### src/rtl/reveal_sequencer.sv
// reveal_sequencer
//   Frame-paced reveal of MODULES display elements: one more element is
//   enabled every STEP_FRAMES frames. Once all elements are on, the block
//   holds for HOLD_FRAMES frames. It then blinks the BLINK_MASK elements
//   with a half-period of BLINK_FRAMES frames until start or stop.
// Ports
//   clk    : pixel clock, rising-edge active
//   reset  : asynchronous active-low reset
//   vs     : vertical sync, same clock domain (polarity set by VS_ACTIVE_LOW)
//   start  : single-cycle pulse, begins/restarts the sequence
//   stop   : single-cycle pulse, aborts to IDLE (wins over start)
//   pause  : level, frame ticks are ignored while high
//   enable : per-element enable, bit 0 revealed first (registered)
//   busy   : high in any state other than IDLE (registered)
//   done   : high in HOLD and BLINK (registered)
module reveal_sequencer #(
  parameter int                 MODULES       = 7,
  parameter int                 STEP_FRAMES   = 30,
  parameter int                 HOLD_FRAMES   = 120,
  parameter int                 BLINK_FRAMES  = 15,
  parameter logic [MODULES-1:0] BLINK_MASK    = MODULES'(7'b0000010),
  parameter bit                 VS_ACTIVE_LOW = 1'b1
) (
  input  logic               clk,
  input  logic               reset,
  input  logic               vs,
  input  logic               start,
  input  logic               stop,
  input  logic               pause,
  output logic [MODULES-1:0] enable,
  output logic               busy,
  output logic               done
);

  function automatic int clog2_f(input int value);
    int r;
    r = 0;
    for (int i = 0; i < 31; i++) begin
      if ((32'sd1 << i) < value) begin
        r = i + 1;
      end else begin
        r = r;
      end
    end
    return r;
  endfunction

  localparam int MAX_FRAMES = (STEP_FRAMES > HOLD_FRAMES) ?
      ((STEP_FRAMES > BLINK_FRAMES) ? STEP_FRAMES : BLINK_FRAMES) :
      ((HOLD_FRAMES > BLINK_FRAMES) ? HOLD_FRAMES : BLINK_FRAMES);
  // fcnt holds 0..MAX_FRAMES-1, idx holds 0..MODULES
  localparam int FW = (clog2_f(MAX_FRAMES) < 1) ? 1 : clog2_f(MAX_FRAMES);
  localparam int IW = (clog2_f(MODULES + 1) < 1) ? 1 : clog2_f(MODULES + 1);

  localparam logic [FW-1:0]      STEP_TERM  = FW'(STEP_FRAMES - 1);
  localparam logic [FW-1:0]      HOLD_TERM  = FW'(HOLD_FRAMES - 1);
  localparam logic [FW-1:0]      BLINK_TERM = FW'(BLINK_FRAMES - 1);
  localparam logic [IW-1:0]      IDX_LAST   = IW'(MODULES);
  localparam logic [MODULES-1:0] ALL_ONES   = {MODULES{1'b1}};
  localparam logic               VS_IDLE    = VS_ACTIVE_LOW ? 1'b1 : 1'b0;

  typedef enum logic [1:0] {
    IDLE   = 2'd0,
    REVEAL = 2'd1,
    HOLD   = 2'd2,
    BLINK  = 2'd3
  } state_t;

  state_t             state_q, state_d;
  logic [FW-1:0]      fcnt_q, fcnt_d;
  logic [IW-1:0]      idx_q, idx_d;
  logic [MODULES-1:0] enable_q, enable_d;
  logic               busy_q, busy_d;
  logic               done_q, done_d;
  logic               vs_q;
  logic               frame_tick_q, frame_tick_d;
  logic               vs_act_s, vs_q_act_s, count_s, term_s;

  // Frame tick: rising edge of the active vs level, delayed by one register
  // so nothing fires on the first cycle after reset.
  assign vs_act_s     = VS_ACTIVE_LOW ? ~vs : vs;
  assign vs_q_act_s   = VS_ACTIVE_LOW ? ~vs_q : vs_q;
  assign frame_tick_d = vs_act_s & ~vs_q_act_s;

  // A tick only counts outside IDLE and when not paused; paused ticks are lost.
  assign count_s = frame_tick_q & ~pause & (state_q != IDLE);

  // Terminal-count detect for the frame counter of the current state
  always_comb begin
    term_s = 1'b0;
    case (state_q)
      REVEAL:  term_s = (fcnt_q == STEP_TERM);
      HOLD:    term_s = (fcnt_q == HOLD_TERM);
      BLINK:   term_s = (fcnt_q == BLINK_TERM);
      default: term_s = 1'b0;
    endcase
  end

  // State, counters, vs sample and registered outputs
  always_ff @(posedge clk or negedge reset) begin
    if (!reset) begin
      state_q      <= IDLE;
      fcnt_q       <= '0;
      idx_q        <= '0;
      enable_q     <= '0;
      busy_q       <= 1'b0;
      done_q       <= 1'b0;
      vs_q         <= VS_IDLE;
      frame_tick_q <= 1'b0;
    end else begin
      state_q      <= state_d;
      fcnt_q       <= fcnt_d;
      idx_q        <= idx_d;
      enable_q     <= enable_d;
      busy_q       <= busy_d;
      done_q       <= done_d;
      vs_q         <= vs;
      frame_tick_q <= frame_tick_d;
    end
  end

  // Next state and counter updates
  always_comb begin
    state_d = state_q;
    fcnt_d  = fcnt_q;
    idx_d   = idx_q;
    if (stop) begin
      state_d = IDLE;
      fcnt_d  = '0;
      idx_d   = '0;
    end else if (start) begin
      state_d = REVEAL;
      fcnt_d  = '0;
      idx_d   = IW'(1);
    end else if (count_s) begin
      if (term_s) begin
        fcnt_d = '0;
        case (state_q)
          REVEAL: begin
            if (idx_q < IDX_LAST) begin
              idx_d = idx_q + IW'(1);
            end else begin
              state_d = HOLD;
            end
          end
          HOLD:    state_d = BLINK;
          BLINK:   state_d = BLINK;
          default: state_d = IDLE;
        endcase
      end else begin
        fcnt_d = fcnt_q + FW'(1);
      end
    end else if (state_q == IDLE) begin
      fcnt_d = '0;
      idx_d  = '0;
    end else begin
      state_d = state_q;
    end
  end

  // Output values for the next cycle
  always_comb begin
    enable_d = enable_q;
    busy_d   = (state_d != IDLE);
    done_d   = (state_d == HOLD) || (state_d == BLINK);
    if (stop) begin
      enable_d = '0;
    end else if (start) begin
      enable_d = MODULES'(1'b1);
    end else begin
      case (state_q)
        IDLE: enable_d = '0;
        REVEAL: begin
          if (count_s && term_s && (idx_q < IDX_LAST)) begin
            for (int i = 0; i < MODULES; i++) begin
              if (idx_q == IW'(i)) begin
                enable_d[i] = 1'b1;
              end else begin
                enable_d[i] = enable_q[i];
              end
            end
          end else begin
            enable_d = enable_q;
          end
        end
        HOLD: begin
          if (count_s && term_s) begin
            enable_d = ALL_ONES & ~BLINK_MASK;
          end else begin
            enable_d = ALL_ONES;
          end
        end
        BLINK: begin
          // Masked bits toggle; everything else is forced on.
          if (count_s && term_s) begin
            enable_d = (enable_q ^ BLINK_MASK) | ~BLINK_MASK;
          end else begin
            enable_d = enable_q;
          end
        end
        default: enable_d = '0;
      endcase
    end
  end

  assign enable = enable_q;
  assign busy   = busy_q;
  assign done   = done_q;

endmodule

### config.mk
export PLATFORM = sky130hd
export DESIGN_NAME = reveal_sequencer
export DESIGN_NICKNAME = d
export VERILOG_FILES = /design/src/rtl/reveal_sequencer.sv
export SDC_FILE = /design/constraint.sdc
export NUM_CORES = 1
export LEC_CHECK = 0
export CAP_MARGIN = 20
export CORE_MARGIN = 2
export CORE_UTILIZATION = 49
export CTS_CLUSTER_SIZE = 10
export DETAILED_ROUTE_END_ITERATION = 6
export PLACE_DENSITY = 0.74
export REMOVE_ABC_BUFFERS = 1
export SLEW_MARGIN = 20
export SYNTH_ARGS = -nofsm -noshare
export SYNTH_HDL_FRONTEND = slang
export SYNTH_SLANG_ARGS = --single-unit
### constraint.sdc
create_clock -name clk -period 2 [get_ports clk]
set_input_delay 0.2 -clock clk [delete_from_list [all_inputs] [get_ports clk]]
set_output_delay 0.2 -clock clk [all_outputs]
set_load 0.02 [all_outputs]
After elaboration in Yosys (flattened, before gate mapping)

Index checks and enable logic that the tools add are counted.
W data, S select, Z words.

Register bits after elaboration: 23
Output and inout port bits: 9
Logic and storage cells: 98

$add $sub $neg: 2
$lt $le $gt $ge: 1
Eq/ne operators: 26
Muxes and demuxes: 32
Bitwise operators: 6
Reductions and logical operators: 17

Operator list:

| kind                  | count |
|---|---|
| $mux W7               | 9 |
| $ne A4 B4 Y1 const B  | 9 |
| $pmux W7 S4           | 1 |
| $mux W3               | 7 |
| $reduce_and A3 Y1     | 7 |
| $mux W2               | 6 |
| $ne A4 B3 Y1 const B  | 3 |
| $eq A3 B3 Y1 const B  | 3 |
| $eq A2 B2 Y1 const B  | 4 |
| $add A7 B1 Y7 const B | 1 |
| $eq A7 B4 Y1 const B  | 1 |
| $eq A7 B5 Y1 const B  | 1 |
| $eq A7 B7 Y1 const B  | 1 |
| $mux W1               | 7 |
| $eq A3 B2 Y1 const B  | 2 |
| $pmux W2 S2           | 1 |
| $reduce_and A4 Y1     | 1 |
| $reduce_bool A2 Y1    | 2 |
| $reduce_bool A4 Y1    | 1 |
| $add A3 B1 Y3 const B | 1 |
| $and A1 B1 Y1         | 3 |
| $eq A3 B1 Y1 const B  | 1 |
| $logic_not A3 Y1      | 1 |
| $lt A3 B3 Y1 const B  | 1 |
| other kinds (7)       | 10 |

Logic depth before layout (Yosys ltp)

Depth in word-level cells: 9
Depth in mapped cells: 7
Depth with buffers taken out: 6

Worst setup path before layout

OpenSTA, ideal clock, no wires.

Kind: reg2reg
Start point: reg state_q[1]
End point: reg enable_q[1] (netlist: enable[1])
Library setup time: 125 ps
Data arrival time: 1885 ps
Data required time: 1875 ps
Slack: -10 ps
Stages on the path, launching flop included: 7
Buffers on the path: 1
Cells stage by stage: dfrtp_1 -> buf_6 -> nor4b_1 -> nor2b_1 -> o211ai_4 -> nand2_2 -> mux2_4

Longest elaborated chain between the ends: 7
Elaborated cells on any way between the ends: 17
Classes of those cells: eq/ne: 6; mux: 5; bitwise: 1; reduce/logical: 5

RTL lines:

| element                                             | RTL line      | text |
|---|---|---|
| start, declared                                     | 69            | `state_t state_q, state_d;` |
| start signal, assigned                              | 111           | `state_q <= state_d;` |
| $eq A2 B2 Y1, or another cell as far along          | 91, 171       |  |
| $pmux W1 S3 / $and A1 B1 Y1 (equally long branches) | 91, 86        |  |
| $logic_and A1 B1 Y1                                 | 174, 187, 195 |  |
| $mux W2                                             | 187           | `if (count_s && term_s) begin` |
| $pmux W7 S4                                         | 171           | `case (state_q)` |
| $mux W7                                             | 168           | `end else if (start) begin` |
| $mux W7                                             | 166           | `if (stop) begin` |
| end signal, assigned                                | 114           | `enable_q <= enable_d;` |
| end, declared                                       | 72            | `logic [MODULES-1:0] enable_q, enable_d;` |

Parallel ways exist; a longest one is shown, timed or not.
A chain may end at the register's enable or synchronous reset.

Final worst setup path

Start point: reg fcnt_q[4]
End point: reg enable_q[1] (netlist: enable[1])

Longest elaborated chain between the ends: 7
Elaborated cells on any way between the ends: 13
Classes of those cells: eq/ne: 5; mux: 5; reduce/logical: 3

RTL lines:

| element                                    | RTL line      | text |
|---|---|---|
| start, declared                            | 70            | `logic [FW-1:0] fcnt_q, fcnt_d;` |
| start signal, assigned                     | 112           | `fcnt_q <= fcnt_d;` |
| $eq A7 B4 Y1, or another cell as far along | 94            | `BLINK: term_s = (fcnt_q == BLINK_TERM);` |
| $pmux W1 S3 *                              | 91            | `case (state_q)` |
| $logic_and A1 B1 Y1 *                      | 174, 187, 195 |  |
| $mux W2                                    | 187           |  |
| $pmux W7 S4                                | 171           |  |
| $mux W7                                    | 168           |  |
| $mux W7                                    | 166           |  |

Every way passes the cells marked *; elsewhere a longest branch is shown, timed or not.

==> insert_results.sql <==
INSERT INTO impl_metrics (metric_group, metric, value, unit) VALUES
('sta', 'layout_min_cycle_time', '1.94', 'ns'),
('place', 'dpl-instance-area', '0.00152', 'mm²'),
('worst_setup_path', 'critPathTopFamily', 'compound AO/OA/AOI/OAI gates', ''),
('place', 'final_hpwl_from_detailed_placement', '2010', 'µm'),
('place', 'port-buffer-count', '14', ''),
('grt', 'grt_antenna_before_repair', '0', ''),
('worst_setup_path', 'critical_path_arrival', '2.16', 'ns'),
('clocking', 'clk_pin_slew_worst_paths', '0.13', 'ns'),
('clocking', 'cts.sink_count', '23', ''),
('clocking', 'cts.htree.levels', '1', ''),
('worst_setup_path', 'critical_path.slowest_cell', 'sky130_fd_sc_hd__dfrtp_1', ''),
('worst_setup_path', 'reg2reg_setup_slack', '0.06', 'ns'),
('floorplan', 'floorplan.initialDensity', '51.6', '%'),
('detailed_routing', 'drt_iter0_markers', '25', ''),
('worst_hold_path', 'worstHoldPathType', 'primary input to async pin', ''),
('sta', 'post_route_worst_setup_slack', '0.0554', 'ns'),
('layout', 'final_nets', '179', ''),
('worst_setup_path', 'ff_to_ff_path_depth', '6', ''),
('yosys', 'netlist_instances', '139', ''),
('clocking', 'cts_buffer_depth', '2', ''),
('sta', 'setup_violations', '0', ''),
('worst_setup_path', 'worstReg2RegStart', 'fcnt_q[4]', ''),
('layout', 'final_core_util', '63.4', '%'),
('clocking', 'cts-root-buf', 'sky130_fd_sc_hd__clkbuf_4', ''),
('sta', 'clock-skew-final', '0.00106', 'ns'),
('yosys', 'synth-edff-count', '0', ''),
('yosys', 'synthMuxAreaShare', '1.18', '%'),
('worst_setup_path', 'timing.critical_path.cells', 'nand2_2 > or3_4 > a211o_4 > o211ai_4 > nand2_2 > mux2_4', ''),
('yosys', 'synth_area_per_cell', '9.12', 'µm²'),
('worst_setup_path', 'timing.critical_path.to_type', 'register', ''),
('yosys', 'synth_adder_area_share', '5.92', '%'),
('clocking', 'postCtsSetupRepairBufs', '0', ''),
('detailed_routing', 'wl_per_cell', '14.4', 'µm'),
('clocking', 'cts_buf_count', '3', ''),
('power', 'p_leak', '0.000645', 'µW'),
('sta', 'slew-limit-headroom', '75.8', '%'),
('yosys', 'ys_seq_area_share', '45.5', '%'),
('grt', 'grt_start_max_net_pins', '24', ''),
('layout', 'final_cells', '196', ''),
('worst_setup_path', 'worstPathRequired', '2.22', 'ns'),
('clocking', 'cts_tree', 'built', ''),
('sta', 'finalHoldViolCount', '0', ''),
('power', 'irDropWorstVdd', '0.000456', 'V'),
('sta', 'maxSlewViolCount', '0', ''),
('sta', 'hold_slack', '0.212', 'ns'),
('floorplan', 'io-pin-count', '15', ''),
('worst_setup_path', 'critical_path_buf_inv_count', '0', ''),
('floorplan', 'die_w', '54.9', 'µm'),
('clocking', 'insertion_delay', '0.31', 'ns'),
('layout', 'finalInstanceArea', '0.00156', 'mm²'),
('layout', 'areaGrowthSynthToFinish', '22.8', '%'),
('outcome', 'outcome', 'complete, no violations', ''),
('detailed_routing', 'detailroute.via_count', '1116', ''),
('clocking', 'post_cts_resized', '0', ''),
('worst_setup_path', 'path_common_cell', 'sky130_fd_sc_hd__nand2_2', ''),
('yosys', 'synth_simple_gate_area_share', '24.1', '%'),
('sta', 'finalCritPeriodShare', '97.2', '%'),
('grt', 'globalRouteOverflowTotal', '0', ''),
('clocking', 'post_cts_hold_buffer_count', '0', ''),
('layout', 'num_antenna_cells', '0', ''),
('yosys', 'synth_top_family_by_area', 'simple AND/OR/NAND/NOR gates', ''),
('sta', 'achievable-frequency', '514', 'MHz'),
('place', 'gp_congestion', '0.903', ''),
('yosys', 'yosys_register_bits', '23', ''),
('yosys', 'ys_types', '39', ''),
('power', 'power-per-cell-area', '523', 'mW/mm²'),
('worst_setup_path', 'r2r_path_end', 'enable[1]', ''),
('flow_run', 'max_cap_viol_count', '0', ''),
('place', 'place.detailed.instances', '192', ''),
('yosys', 'postSynth.topFlopCell', 'sky130_fd_sc_hd__dfrtp_1', ''),
('floorplan', 'std_cell_rows', '18', '');
## cell usage in the layout, fill, tap and decap left out, types with 2 or more instances in the layout
master	instances
sky130_fd_sc_hd__nand3_1	2
sky130_fd_sc_hd__o21ai_0	11
sky130_fd_sc_hd__clkdlybuf4s50_1	14
sky130_fd_sc_hd__o21ai_1	2
sky130_fd_sc_hd__buf_4	14
sky130_fd_sc_hd__nand2b_1	3
sky130_fd_sc_hd__nand2_2	2
sky130_fd_sc_hd__nor2_1	22
sky130_fd_sc_hd__nor3_1	7
sky130_fd_sc_hd__ha_1	6
sky130_fd_sc_hd__nand2_1	6
sky130_fd_sc_hd__nor3b_1	2
sky130_fd_sc_hd__a21oi_1	14
sky130_fd_sc_hd__dfrtp_1	21
sky130_fd_sc_hd__nor2b_1	3
sky130_fd_sc_hd__clkbuf_4	3
sky130_fd_sc_hd__inv_1	8
sky130_fd_sc_hd__nand4_1	3
## through the flow
step                      setup TNS [ns]  power [µW]
after floorplan                 -0.00537         541
after global placement                 0         600
after detailed placement               0         602
after CTS                              0         816
after global routing             -0.0252         851
final                                  0         815
## flip-flops by register name, indices dropped and copies added (netlist names)
| register | count |
|---|---|
| fcnt_q | 7 |
| idx_q | 3 |
| done | 1 |
| frame_tick_q | 1 |
| vs_q | 1 |
| enable | 7 |
| state_q | 2 |
| busy | 1 |
## cell type report
type	instances	area, µm²
Timing Repair Buffer	28	245
Tap cell	30	37.5
Sequential cell	23	578
Multi-Input combinational cell	103	638
Clock inverter	1	5.00
Fill cell	205	898
Inverter	8	30.0
Clock buffer	3	22.5
## per-layer routing
metal	wire length [µm]	vias to the layer above	track usage, %	part of all wire (%)
li1	-	543	-	-
met5	0	-	0	0
met3	120	4	3.55	4.2
met4	26	0	10.8	0.92
met2	1320	35	32.3	47
met1	1360	534	30.3	48
## synth_stat cells (2+ instances only)
cell type | n | area [µm²]
sky130_fd_sc_hd__dfrtp_1 | 22 | 551
sky130_fd_sc_hd__nor2_1 | 22 | 82.6
sky130_fd_sc_hd__a21oi_1 | 14 | 70.1
sky130_fd_sc_hd__o21ai_0 | 11 | 55.1
sky130_fd_sc_hd__inv_1 | 8 | 30.0
sky130_fd_sc_hd__nand2_1 | 7 | 26.3
sky130_fd_sc_hd__nor3_1 | 7 | 35.0
sky130_fd_sc_hd__ha_1 | 6 | 75.1
sky130_fd_sc_hd__nand2b_1 | 3 | 18.8
sky130_fd_sc_hd__nand4_1 | 3 | 18.8
sky130_fd_sc_hd__nor2b_1 | 3 | 18.8
sky130_fd_sc_hd__buf_6 | 2 | 22.5
sky130_fd_sc_hd__clkbuf_1 | 2 | 7.51
sky130_fd_sc_hd__nand3_1 | 2 | 10.0
sky130_fd_sc_hd__nor3b_1 | 2 | 15.0
sky130_fd_sc_hd__o21ai_1 | 2 | 10.0
## where the power goes
| group | internal, µW | switching [µW] | total (µW) |
|---|---|---|---|
| registers | 478 | 8.94 | 487 |
| logic | 49.1 | 56.9 | 106 |
| clock network | 74.8 | 147 | 222 |
| total | 602 | 213 | 815 |
## logic make-up after synthesis
| logic type | Yosys count |
|---|---|
| adder cells (fa/ha/maj) | 6 |
| multiplexers | 1 |
| XOR/XNOR | 1 |
| buffers and inverters | 13 |
| AO/OA/AOI/OAI | 36 |
| AND/OR/NAND/NOR | 59 |
| flip-flops | 23 |
## worst max path at each step
stage               slack, ns  cells past startpoint        end  startpoint
finish                   0.06                      6  enable[1]   fcnt_q[4]
global route            -0.01                      6  enable[1]   fcnt_q[0]
CTS                      0.02                      6  enable[1]   fcnt_q[0]
detailed placement       0.04                      6  enable[1]   fcnt_q[0]
global placement         0.09                      6  enable[1]   fcnt_q[0]
floorplan              -0.005                      6  enable[1]  state_q[0]
(Power assumes the default switching activity.)
==> RTL change: new RTL, config.mk and constraints unchanged <==
The parameter `VS_ACTIVE_LOW` goes from 1'b1 to 1'b0.
--- a/src/rtl/reveal_sequencer.sv
+++ b/src/rtl/reveal_sequencer.sv
@@ -20,5 +20,5 @@
   parameter int                 BLINK_FRAMES  = 15,
   parameter logic [MODULES-1:0] BLINK_MASK    = MODULES'(7'b0000010),
-  parameter bit                 VS_ACTIVE_LOW = 1'b1
+  parameter bit                 VS_ACTIVE_LOW = 1'b0
 ) (
   input  logic               clk,
Behaviour: same outputs for any inputs over 10 cycles, from zero or initial values and one cycle with reset low; that may be too few to reach the edited logic, so the function may still have changed.
==> RTL change against the original RTL <==
Synthesized area barely moved. Setup slack got worse by 31 ps. Final area rose by 6.0%. Wire length rose by 6.9%. Sequential cell count did not move. Total power rose by 0.44%. Core utilization rose by 3.8 points. Critical endpoint unchanged. Largest power group unchanged.
==> RTL change: results (changes against the original RTL) <==
| Metric | Value |
|---|---|
| Utilization after layout | 67.2% (+3.8 points) |
| Slew at the pin closest to its max-slew limit | 445 ps (+87.5 ps) |
| Overall track demand over capacity in global routing | 23.2% (+1.5 points) |
| Leakage | 0.673 nW (+4.3%) |
| Number of different library cells in the post-synthesis netlist | 38 (-2.6%) |
| Setup clock skew after layout | 9.76 ps (+8.69 ps) |
| Number of fill cells in the layout | 188 (-8.3%) |
| DP Cell Count | 193 (+0.52%) |
| Fraction of layout cells with a size suffix above 1 | 23.5% (+7.3 points) |
| Critical path's slowest cell | dfrtp_1 |
| Antenna violations before repair | 0 (unchanged) |
| Final #Nets | 183 (+2.2%) |
| Number of warning messages in the yosys log | 0 (unchanged) |
| Number of design-rule violations left by the first detailed-router iteration | 21 (-16%) |
| Fraction of registers with async set/reset | 100% (unchanged) |
| Post-Place Cell Area | 1520 sq um (+0.41%) |
| Maximum vdd ir drop | 0.485 mV (+6.3%) |
| Number of global-route vias before repair | 1,071 (+2.8%) |
| Total of buffers placed on input and output ports | 14 (unchanged) |
| Largest net degree at the start of global routing | 24 (unchanged) |
| Average size of a mapped cell | 9.11 sq um (about the same) |
| Cell types occupying the most area after synthesis | dfrtp_1 45%, nor2_1 6.5%, ha_1 5.9% |
| Result of the run | finished clean |
| TritonRoute pass-1 iters | 4 (unchanged) |
| CTS max path bufs | 2 (unchanged) |
| Sequential-to-total area share from yosys stat | 45.5% (-0.054 points) |
| H-tree level count | 1 (unchanged) |
| First-pass GRT wire length | 5030 microns (+9.5%) |
| Placed wire-length estimate after detailed placement | 2080 microns (+3.4%) |
| CP peak stage delay | 490 ps (+20 ps) |
| Worst Path Arrival | 2190 ps (+30 ps) |
| Post-route non-filler standard cell count | 200 (+2.0%) |
| CP top delay family | simple AND/OR/NAND/NOR gates |
| Post-DR vias/cell | 5.71 (+0.28%) |
| Hold Crit Class | primary input to async pin |
| Prevailing post-synth register cell | dfrtp_1 |
| Antenna cell count | 0 (unchanged) |
| Number of buffers created by CTS | 3 (unchanged) |
| List of most frequent post-synthesis cells | 23 x dfrtp_1, 22 x nor2_1, 14 x a21oi_1 |
| Pre-CTS setup slack | 40.4 ps (+4.38 ps) |
| GP Congestion | 0.953 (+5.6%) |
| Final wirelength | 3020 microns (+6.9%) |
| Worst Path Max Fanout | 6 (unchanged) |
[RTL change: changes by cell type after synthesis]
cell	before	now
dfstp_2	1	0
dfrtp_1	22	23
[RTL change: area by class of cell]
type	count	area share, %
flip-flops and latches	23	35.0
clock inverters	1	0.303
inverters	8	1.82
repair buffers	32	17.1
clock buffers	3	1.36
multi-input cells	103	42.1
well taps	30	2.27
[RTL change: worst reg2reg max path, cell delays in order, from the launching register on]
cell      delay, ps
dfrtp_1         490
nand2_2          90
or3_4           370
a211o_4         380
buf_4           160
nor2_2           80
a311oi_1         50
mux2_4          280
[RTL change: power by group]
part           switching, mW  internal [mW]
combinational         0.0598         0.0532
clock                  0.143         0.0745
sequential            0.0106          0.477
[RTL change: kinds of logic after synthesis]
kind of cell    synth area share (%)
buf+inv                         5.04
simple gates                    24.1
fa+ha+maj                       5.93
compound gates                  17.6
mux                             1.19
flops                           45.5
xor+xnor                       0.692
[RTL change: repair_timing]
| action | 4_1_cts | 5_1_grt |
|---|---|---|
| setup buffers | 1 | 2 |
| pin swaps | 0 | 4 |
| gates cloned | 0 | 0 |
| hold buffers | 0 | 0 |
| resized for setup | 0 | 17 |
| setup endpoints to repair | 1 | 15 |
[RTL change: layer usage]
metal	global-route usage (%)	share of wire [%]
met3	4.37	5.1
met2	36.3	46
met4	5.42	2.0
met1	32.9	47
met5	0	0
[RTL change: final timing paths]
path | cells after the start | endpoint | slack (ps)
worst max-delay path | 7 | enable[1] | 20
max in group asynchronous | 2 | fcnt_q[0] | 1530
worst min-delay path | 2 | done | 230
worst max register to register | 7 | enable[1] | 20
worst min register to register | 1 | frame_tick_q | 410
min in group clk | 1 | vs_q | 330
